==> config.mk <==
export PLATFORM = sky130hd
export DESIGN_NAME = traffic_ctrl_param
export DESIGN_NICKNAME = d
export VERILOG_FILES = /design/src/rtl/traffic_ctrl_param.sv
export SDC_FILE = /design/constraint.sdc
export NUM_CORES = 1
export LEC_CHECK = 0
export CAP_MARGIN = 25
export CORE_MARGIN = 4
export CORE_UTILIZATION = 50
export CTS_BUF_LIST = sky130_fd_sc_hd__clkbuf_8
export CTS_CLUSTER_DIAMETER = 40
export DETAILED_ROUTE_END_ITERATION = 16
export MAX_ROUTING_LAYER = met4
export PLACE_DENSITY = 0.77
export SYNTH_ARGS = -nofsm -noshare
export SYNTH_HDL_FRONTEND = slang
export SYNTH_SLANG_ARGS = --single-unit
==> constraint.sdc <==
create_clock -name clk -period 6.4 [get_ports clk]
set_input_delay 1.92 -clock clk [delete_from_list [all_inputs] [get_ports clk]]
set_output_delay 1.92 -clock clk [all_outputs]
set_load 0.005 [all_outputs]
==> src/rtl/traffic_ctrl_param.sv <==
// Two-road traffic-light controller with programmable BCD phase timers,
// all-red clearance, pedestrian shortening, night blink and pause.
module traffic_ctrl_param #(
  parameter int GREEN_T    = 20,
  parameter int YELLOW_T   = 3,
  parameter int ALLRED_T   = 2,
  parameter int MIN_GREEN  = 5,
  parameter int NIGHT_HALF = 1
) (
  input  logic       clk,
  input  logic       reset,
  input  logic       tick,
  input  logic       enable,
  input  logic       nightcomes,
  input  logic       ped_req,
  output logic [2:0] EW_lights,
  output logic [2:0] NS_lights,
  output logic [3:0] cnt_tens,
  output logic [3:0] cnt_ones,
  output logic       disp_blank,
  output logic [1:0] man_mode,
  output logic       ped_wait
);

  typedef enum logic [1:0] {
    S_GREEN,
    S_YELLOW,
    S_ALLRED,
    S_NIGHT
  } state_t;

  localparam logic [7:0] GREEN_BCD =
    {4'(GREEN_T / 10), 4'(GREEN_T % 10)};
  localparam logic [7:0] YELLOW_BCD =
    {4'(YELLOW_T / 10), 4'(YELLOW_T % 10)};
  localparam logic [7:0] ALLRED_BCD =
    {4'(ALLRED_T / 10), 4'(ALLRED_T % 10)};
  localparam logic [7:0] MIN_BCD =
    {4'(MIN_GREEN / 10), 4'(MIN_GREEN % 10)};
  localparam logic [7:0] NIGHT_BCD =
    {4'(NIGHT_HALF / 10), 4'(NIGHT_HALF % 10)};
  localparam logic [6:0] MIN_BIN = 7'(MIN_GREEN);

  localparam logic [2:0] L_G   = 3'b100;
  localparam logic [2:0] L_Y   = 3'b010;
  localparam logic [2:0] L_R   = 3'b001;
  localparam logic [2:0] L_OFF = 3'b000;

  state_t     state_q, state_d;
  logic       side_q, side_d;
  logic [7:0] timer_q, timer_d;
  logic       blink_q, blink_d;
  logic       ped_q, ped_d;

  logic       adv;
  logic       at_end;
  logic [6:0] timer_bin;
  logic       long_green;
  logic [7:0] timer_dec;

  assign adv        = tick & enable;
  assign at_end     = (timer_q == 8'h01);
  assign timer_bin  = 7'(timer_q[7:4]) * 7'd10
                    + 7'(timer_q[3:0]);
  assign long_green = (timer_bin > MIN_BIN);

  // BCD borrow: ones wraps 0 -> 9 and takes one from tens
  always_comb begin
    if (timer_q[3:0] == 4'd0) begin
      timer_dec = {timer_q[7:4] - 4'd1, 4'd9};
    end else begin
      timer_dec = {timer_q[7:4], timer_q[3:0] - 4'd1};
    end
  end

  always_comb begin
    state_d = state_q;
    side_d  = side_q;
    timer_d = timer_q;
    blink_d = blink_q;
    ped_d   = ped_q;

    if (ped_req && state_q != S_NIGHT) begin
      ped_d = 1'b1;
    end

    if (adv) begin
      if (state_q != S_NIGHT && nightcomes) begin
        state_d = S_NIGHT;
        timer_d = NIGHT_BCD;
        blink_d = 1'b1;
        ped_d   = 1'b0;
      end else if (at_end) begin
        unique case (state_q)
          S_GREEN: begin
            state_d = S_YELLOW;
            timer_d = YELLOW_BCD;
          end
          S_YELLOW: begin
            state_d = S_ALLRED;
            timer_d = ALLRED_BCD;
          end
          S_ALLRED: begin
            state_d = S_GREEN;
            timer_d = GREEN_BCD;
            side_d  = ~side_q;
            ped_d   = 1'b0;
          end
          S_NIGHT: begin
            if (nightcomes) begin
              blink_d = ~blink_q;
              timer_d = NIGHT_BCD;
            end else begin
              state_d = S_GREEN;
              side_d  = 1'b1;
              timer_d = GREEN_BCD;
              blink_d = 1'b0;
            end
          end
          default: begin
            state_d = S_GREEN;
          end
        endcase
      end else if (state_q == S_GREEN && ped_q
                   && long_green) begin
        timer_d = MIN_BCD;
      end else begin
        timer_d = timer_dec;
      end
    end
  end

  always_ff @(posedge clk) begin
    if (reset) begin
      state_q <= S_GREEN;
      side_q  <= 1'b1;
      timer_q <= GREEN_BCD;
      blink_q <= 1'b0;
      ped_q   <= 1'b0;
    end else begin
      state_q <= state_d;
      side_q  <= side_d;
      timer_q <= timer_d;
      blink_q <= blink_d;
      ped_q   <= ped_d;
    end
  end

  // Output decode reads registers only
  logic [2:0] act_l;
  logic [2:0] oth_l;

  always_comb begin
    act_l      = L_R;
    oth_l      = L_R;
    man_mode   = 2'b01;
    disp_blank = 1'b0;
    unique case (state_q)
      S_GREEN: begin
        act_l    = L_G;
        man_mode = 2'b00;
      end
      S_YELLOW: begin
        act_l = L_Y;
      end
      S_ALLRED: begin
        act_l = L_R;
      end
      S_NIGHT: begin
        act_l      = blink_q ? L_Y : L_OFF;
        oth_l      = blink_q ? L_Y : L_OFF;
        man_mode   = 2'b10;
        disp_blank = 1'b1;
      end
      default: begin
        act_l = L_R;
      end
    endcase
  end

  assign EW_lights = side_q ? act_l : oth_l;
  assign NS_lights = side_q ? oth_l : act_l;
  assign cnt_tens  = timer_q[7:4];
  assign cnt_ones  = timer_q[3:0];
  assign ped_wait  = ped_q;

endmodule
==> results of run 1 <==
synth_stat cells (2+ instances only):
| cell type | instances | share of area, % |
|---|---|---|
| a21oi_1 | 15 | 6.6 |
| ha_1 | 15 | 16 |
| inv_1 | 14 | 4.6 |
| nor2_1 | 14 | 4.6 |
| dfxtp_1 | 13 | 23 |
| nand2_1 | 13 | 4.3 |
| o21ai_0 | 7 | 3.1 |
| nor3_1 | 6 | 2.6 |
| nand3_1 | 5 | 2.2 |
| and2_1 | 4 | 2.2 |
| nor2b_1 | 4 | 2.2 |
| a211oi_1 | 3 | 2.0 |
| nand2b_1 | 3 | 1.6 |
| a211oi_2 | 2 | 2.2 |
| a311oi_1 | 2 | 1.5 |
| clkbuf_1 | 2 | 0.66 |
| fa_1 | 2 | 3.5 |
| nor4_1 | 2 | 1.1 |
| o22ai_1 | 2 | 1.1 |
| or3_1 | 2 | 1.1 |
state kept, by name, summed over array words and instances, names as in the netlist:
| register | flops |
|---|---|
| blink_q | 1 |
| ped_wait | 1 |
| side_q | 1 |
| state_q | 2 |
| timer_q | 8 |
metal layers:
metal	track usage, %	vias to the layer above	wire length, um
met3	3.25	4	138
met2	40.0	37	1670
met1	22.2	544	1190
met5	-	-	0
li1	-	574	-
met4	11.5	0	38
power groups by stage:
stage | registers [W] | clock network (W) | logic, W
after detailed placement | 0.0000929 | 0 | 0.0000576
after global routing | 0.0000921 | 0.0000770 | 0.0000650
after CTS | 0.0000912 | 0.0000730 | 0.0000580
after floorplan | 0.0000913 | 0 | 0.0000362
after global placement | 0.0000926 | 0 | 0.0000561
final | 0.0000914 | 0.0000710 | 0.0000580
kinds of logic (layout without fill, tap and decap cells):
| logic type | count (synthesis) | after routing | synth area share, % |
|---|---|---|---|
| AOI/OAI and AO/OA | 40 | 40 | 24.4 |
| buffers and inverters | 18 | 41 | 6.35 |
| and+or+nand+nor | 58 | 58 | 25.7 |
| DFF | 13 | 13 | 22.8 |
| xor gates and xnor gates | 1 | 1 | 0.767 |
| adders and majority gates | 17 | 17 | 19.9 |
worst paths after layout:
kind / from / endpoint / slack [ns] / cells after the start
setup / recovery: state_q[1] / NS_lights[1] / 2.51 / 4
hold / removal: timer_q[0] / timer_q[0] / 0.53 / 2
hold reg to reg: timer_q[0] / timer_q[0] / 0.53 / 2
setup reg to reg: timer_q[5] / timer_q[1] / 3.65 / 9
layout make-up:
| cell class | instances | area, um2 |
|---|---|---|
| clock buffer | 3 | 41.3 |
| tap | 28 | 35.0 |
| inverter | 14 | 52.6 |
| sequential | 13 | 260 |
| fill | 210 | 758 |
| timing repair buffer | 23 | 230 |
| multi-input combinational | 116 | 810 |
| clock inverter | 1 | 3.75 |
placed cells by master, fill, tap and decap left out:
master | synthesis | layout
nand2b_1 | 3 | 3
a21oi_1 | 15 | 15
xnor2_1 | 1 | 1
o21ai_0 | 7 | 7
a211oi_1 | 3 | 3
nor2_1 | 14 | 14
and2_1 | 4 | 4
o211ai_1 | 1 | 1
inv_1 | 14 | 15
nor2b_1 | 4 | 4
nor3_1 | 6 | 6
nand2_2 | 1 | 1
a2111oi_0 | 1 | 1
o221ai_2 | 1 | 1
or4_1 | 1 | 1
clkdlybuf4s50_1 | 0 | 23
o211a_1 | 1 | 1
o32ai_1 | 1 | 1
or2b_2 | 1 | 1
nand3_1 | 5 | 5
nor4_1 | 2 | 2
and4_1 | 1 | 1
a311o_1 | 1 | 1
nand4_2 | 1 | 1
a211oi_2 | 2 | 2
nand2_1 | 13 | 13
or3_1 | 2 | 2
ha_1 | 15 | 15
a311oi_1 | 2 | 2
fa_1 | 2 | 2
dfxtp_1 | 13 | 13
o32ai_2 | 1 | 1
a31oi_1 | 1 | 1
clkbuf_8 | 0 | 3
o22ai_1 | 2 | 2
a21oi_2 | 1 | 1
through the flow:
stage          utilization, %  worst slack [ns]  cell area [um2]
2_1_floorplan               -              3.45             1140
3_3_place_gp             63.3              2.75             1390
3_5_place_dp             63.3              2.68             1390
4_1_cts                  65.4              2.53             1430
5_1_grt                  65.4              2.38             1430
6_report                 65.4              2.51             1430
worst min-delay path, stage by stage, from the launching register on:
cell and delay, ns:
dfxtp_1 0.35, nand2_1 0.07, a21oi_1 0.05
==> reports/metrics.json, run 1 <==
{
  "synth": {
    "synth-main-ff-cell": "dfxtp_1",
    "synth-edff-count": 0,
    "syn-num-nets": 170,
    "yosys_warnings": 0,
    "synth_async_sr_flop_share_pct": 0,
    "syn_area_um2": 1140,
    "synth.distinct_cells": 37,
    "yosysSeqAreaShare_pct": 22.8,
    "postSynthRegisterBits": 13,
    "synth.avg_cell_area_um2": 7.77,
    "syn-instance-count": 147
  },
  "placement": {
    "dpl.hpwl_um": 2430,
    "place_inst": 194,
    "io_buffers": 23,
    "gp_congestion": 0.927
  },
  "power_and_ir_drop": {
    "pnr_total_power_w": 0.000220,
    "p_switching_w": 0.0000663,
    "power-per-cell-area_nw_per_um2": 154,
    "comb_power_share_pct": 26.3,
    "irDropWorstVdd_mv": 0.106,
    "clock_power_share_pct": 32.2,
    "total_leakage_power_nw": 0.523,
    "sw_frac_of_total_pct": 30.1,
    "cell_internal_pwr_w": 0.000154,
    "power.sequential.fraction_pct": 41.5
  },
  "run": {
    "max_cap_violations": 0
  },
  "global_routing": {
    "grt.total_usage_pct": 21.9,
    "grt_antenna_before_repair": 0,
    "first_global_vias": 1257,
    "globalRoute.totalOverflow": 0,
    "grt_pass1_wl_um": 5350,
    "grt_start_max_net_pins": 14
  },
  "detailed_routing": {
    "route.detailed.drc": 0,
    "num_vias": 1159,
    "vias_per_cell": 5.85,
    "drt-wirelength-per-cell_um": 15.3,
    "finalWirelength_um": 3040,
    "drt-initial-drc-count": 22,
    "first_pass_iters": 4,
    "route.antenna.remaining_nets": 0
  },
  "timing": {
    "fmax_ghz": 0.257,
    "setup_viol": 0,
    "slew_viol_final": 0,
    "period_needed_ns": 3.89,
    "worstMarginPinSlew_ns": 0.532,
    "clock_skew_ns": 0.000939,
    "slew_headroom_pct": 64.4,
    "final_layout_worst_hold_slack_ns": 0.527,
    "grt_setup_unrepaired": "no",
    "post-route-period-util_pct": 60.8,
    "finalHoldViolCount": 0,
    "setup_tns_ns": 0
  },
  "clock_network": {
    "cts_htree_levels": 1,
    "ctsHoldBuffers": 0,
    "cts_tree": "done",
    "cts_repair_resize_count": 0,
    "clk_path_buf_depth": 2,
    "clk_pin_slew_worst_paths_ns": 0.05,
    "clk_root_buffer_cell": "clkbuf_8",
    "clk_latency_ns": 0.24,
    "cts_bufs_inserted": 3,
    "cts.repair_timing.setup_buffer_count": 0,
    "cts_num_sinks": 13
  },
  "floorplan": {
    "die-width_um": 55.8,
    "core_area_um2": 2190,
    "std_cell_rows": 17,
    "pin_count": 24,
    "initial_cell_density_of_the_core_pct": 52.1,
    "die_footprint_um2": 3110,
    "dieHeight_um": 55.8
  },
  "worst_setup_path": {
    "cp_max_fo": 10,
    "critPathLaunchType": "flip-flop",
    "worstSetupPathType": "reg -> out",
    "crit_arrival_ns": 1.97,
    "critPathCaptureType": "output port",
    "worst_path_buffer_plus_inverter_count": 1,
    "crit_path_top_delay_cell": "clkdlybuf4s50_1",
    "crit_path_cell_trace": "ha_1, nand2_1, o21ai_0, clkdlybuf4s50_1",
    "family_with_the_most_delay_on_the_worst_path": "buffers and inverters",
    "cp_data_required_time_ns": 4.48,
    "worst_path_largest_cell_delay_ns": 0.53
  },
  "cells_and_area": {
    "syn_to_final_growth_pct": 25.4,
    "stdcell_count": 198,
    "final_nets": 194,
    "layout-drive-gt1-share_pct": 6.47,
    "antenna-diode-count": 0
  },
  "worst_hold_path": {
    "hp-class": "reg -> reg"
  },
  "run_status": {
    "outcome": "completed"
  }
}
Note: power is estimated with default switching activity, not from simulation.
==> run 2: changes to the inputs <==
Settings changed: CORE_UTILIZATION 50 to 47, PLACE_DENSITY 0.77 to 0.76.
Clock period 6.4 ns to 3.2 ns, I/O delays scaled along.
==> run 2 against run 1 <==
First-iteration DRC count rose by 55%. Sequential power rose by 98%. Sequential share of layout area fell by 0.19 points. Count of clock-buffer cells in the layout did not move. Combinational power rose by 100%. Clock skew barely moved. Clock power rose by 110%. Cell count rose by 1.0%. Critical path type unchanged. Non-clock buffer count rose by 2. Routed wire length fell by 5.8%. Critical path depth did not move. Final area rose by 1.0%.
==> reports/metrics.json, run 2 (synthesis results as in run 1) <==
{
  "timing": {
    "post-route-period-util_pct": 91.3,
    "setup_viol": 0,
    "slew_headroom_pct": 72.2,
    "clock_skew_ns": 0.00125,
    "slew_viol_final": 0,
    "final_layout_worst_hold_slack_ns": 0.525,
    "setup_tns_ns": 0,
    "period_needed_ns": 2.92,
    "finalHoldViolCount": 0,
    "grt_setup_unrepaired": "no",
    "fmax_ghz": 0.342,
    "worstMarginPinSlew_ns": 0.416,
    "fin_ws_ns": 0.279
  },
  "floorplan": {
    "std_cell_rows": 17,
    "initial_cell_density_of_the_core_pct": 50.7,
    "pin_count": 24,
    "die_footprint_um2": 3280,
    "core_area_um2": 2250,
    "dieHeight_um": 57.3,
    "die-width_um": 57.3
  },
  "clock_network": {
    "cts_repair_resize_count": 0,
    "clk_latency_ns": 0.24,
    "ctsHoldBuffers": 0,
    "clk_root_buffer_cell": "clkbuf_8",
    "cts.repair_timing.setup_buffer_count": 0,
    "cts_num_sinks": 13,
    "clk_path_buf_depth": 2,
    "clk_pin_slew_worst_paths_ns": 0.06,
    "cts_htree_levels": 1,
    "cts_bufs_inserted": 3,
    "cts_tree": "done"
  },
  "detailed_routing": {
    "drt-wirelength-per-cell_um": 14.3,
    "num_vias": 1166,
    "first_pass_iters": 4,
    "finalWirelength_um": 2860,
    "vias_per_cell": 5.83,
    "route.antenna.remaining_nets": 0,
    "drt-initial-drc-count": 34,
    "route.detailed.drc": 0
  },
  "cells_and_area": {
    "largest_register_ff_count": 8,
    "mostFrequentLayoutCell": "clkdlybuf4s50_1",
    "antenna-diode-count": 0,
    "final_nets": 196,
    "leading_registers_by_flop_count": "timer_q (8), state_q (2)",
    "regMostFlops": "timer_q",
    "layout-drive-gt1-share_pct": 7.56,
    "syn_to_final_growth_pct": 26.7,
    "leading_cell_types_in_the_layout_fill_and_taps_excluded": "clkdlybuf4s50_1, inv_1, a21oi_1, ha_1, nor2_1",
    "stdcell_count": 200
  },
  "placement": {
    "place_inst": 196,
    "place_worst_setup_slack_ns": 0.440,
    "gp_congestion": 0.874,
    "dpl.hpwl_um": 2240,
    "io_buffers": 23
  },
  "worst_setup_path": {
    "cp_data_required_time_ns": 2.24,
    "critPathLaunchType": "flip-flop",
    "worstSetupPathType": "reg -> out",
    "timing.rr.end": "timer_q[1]",
    "critPathLaunch": "state_q[1]",
    "crit_arrival_ns": 1.96,
    "rrSetupSlack_ns": 0.49,
    "critPathCaptureType": "output port",
    "worstReg2RegStart": "timer_q[5]",
    "cp_max_fo": 10,
    "worst-r2r-cell-count": 8,
    "setup.worst_path.end": "EW_lights[1]"
  },
  "global_routing": {
    "grt_pass1_wl_um": 4910,
    "first_global_vias": 1124,
    "grtUsageMet3_pct": 2.26,
    "grt_use_met2_pct": 29.2,
    "busiest_layer": "met2",
    "grt_start_max_net_pins": 13,
    "grt.total_usage_pct": 19.2,
    "globalRoute.totalOverflow": 0,
    "grt_util_met1_pct": 26.0,
    "grt_antenna_before_repair": 0
  },
  "worst_hold_path": {
    "hp-class": "reg -> reg"
  },
  "power_and_ir_drop": {
    "irDropWorstVdd_mv": 0.198,
    "power-per-cell-area_nw_per_um2": 309,
    "total_leakage_power_nw": 0.533,
    "pnr_total_power_w": 0.000447
  },
  "run_status": {
    "outcome": "completed"
  },
  "run": {
    "max_cap_violations": 0
  }
}
run 2: worst min-delay path by stage:
stage	start	endpoint	slack [ns]	cells past startpoint
6_report	ped_wait	ped_wait	0.52	2
5_1_grt	ped_wait	ped_wait	0.58	2
4_1_cts	ped_wait	ped_wait	0.53	2
3_5_place_dp	timer_q[0]	timer_q[0]	0.52	2
3_3_place_gp	timer_q[0]	timer_q[0]	0.51	2
2_1_floorplan	timer_q[0]	timer_q[0]	0.51	2
run 2: critical path, cell delays in order (launching register included):
cell             delay, ns
dfxtp_1               0.52
ha_1                  0.39
nand2_1               0.11
o21ai_0               0.16
clkdlybuf4s50_1       0.53
run 2: metrics by stage:
step	util (%)	cell area, um2
floorplan	-	1140
global placement	62.2	1400
detailed placement	62.2	1400
CTS	64.2	1450
global route	64.2	1450
finish	64.2	1450
run 2: cell type report:
| cell class | count | area (um2) |
|---|---|---|
| Clock buffer | 3 | 41.3 |
| Clock inverter | 1 | 3.75 |
| Fill cell | 211 | 807 |
| Inverter | 14 | 52.6 |
| Multi-Input combinational cell | 116 | 810 |
| Sequential cell | 13 | 260 |
| Tap cell | 28 | 35.0 |
| Timing Repair Buffer | 25 | 245 |
run 2: where the power goes:
group	total, W	switching (W)	internal [W]
Clock	0.000148	0.0000632	0.0000848
Sequential	0.000181	0.0000119	0.000170
Combinational	0.000117	0.0000619	0.0000553
Total	0.000447	0.000137	0.000310
run 2: metal layers:
metal	share of wire (%)	wire length (um)	vias up
met4	1.6	46	0
li1	-	-	575
met2	45	1290	46
met5	0	0	-
met1	47	1340	539
met3	6.1	176	6
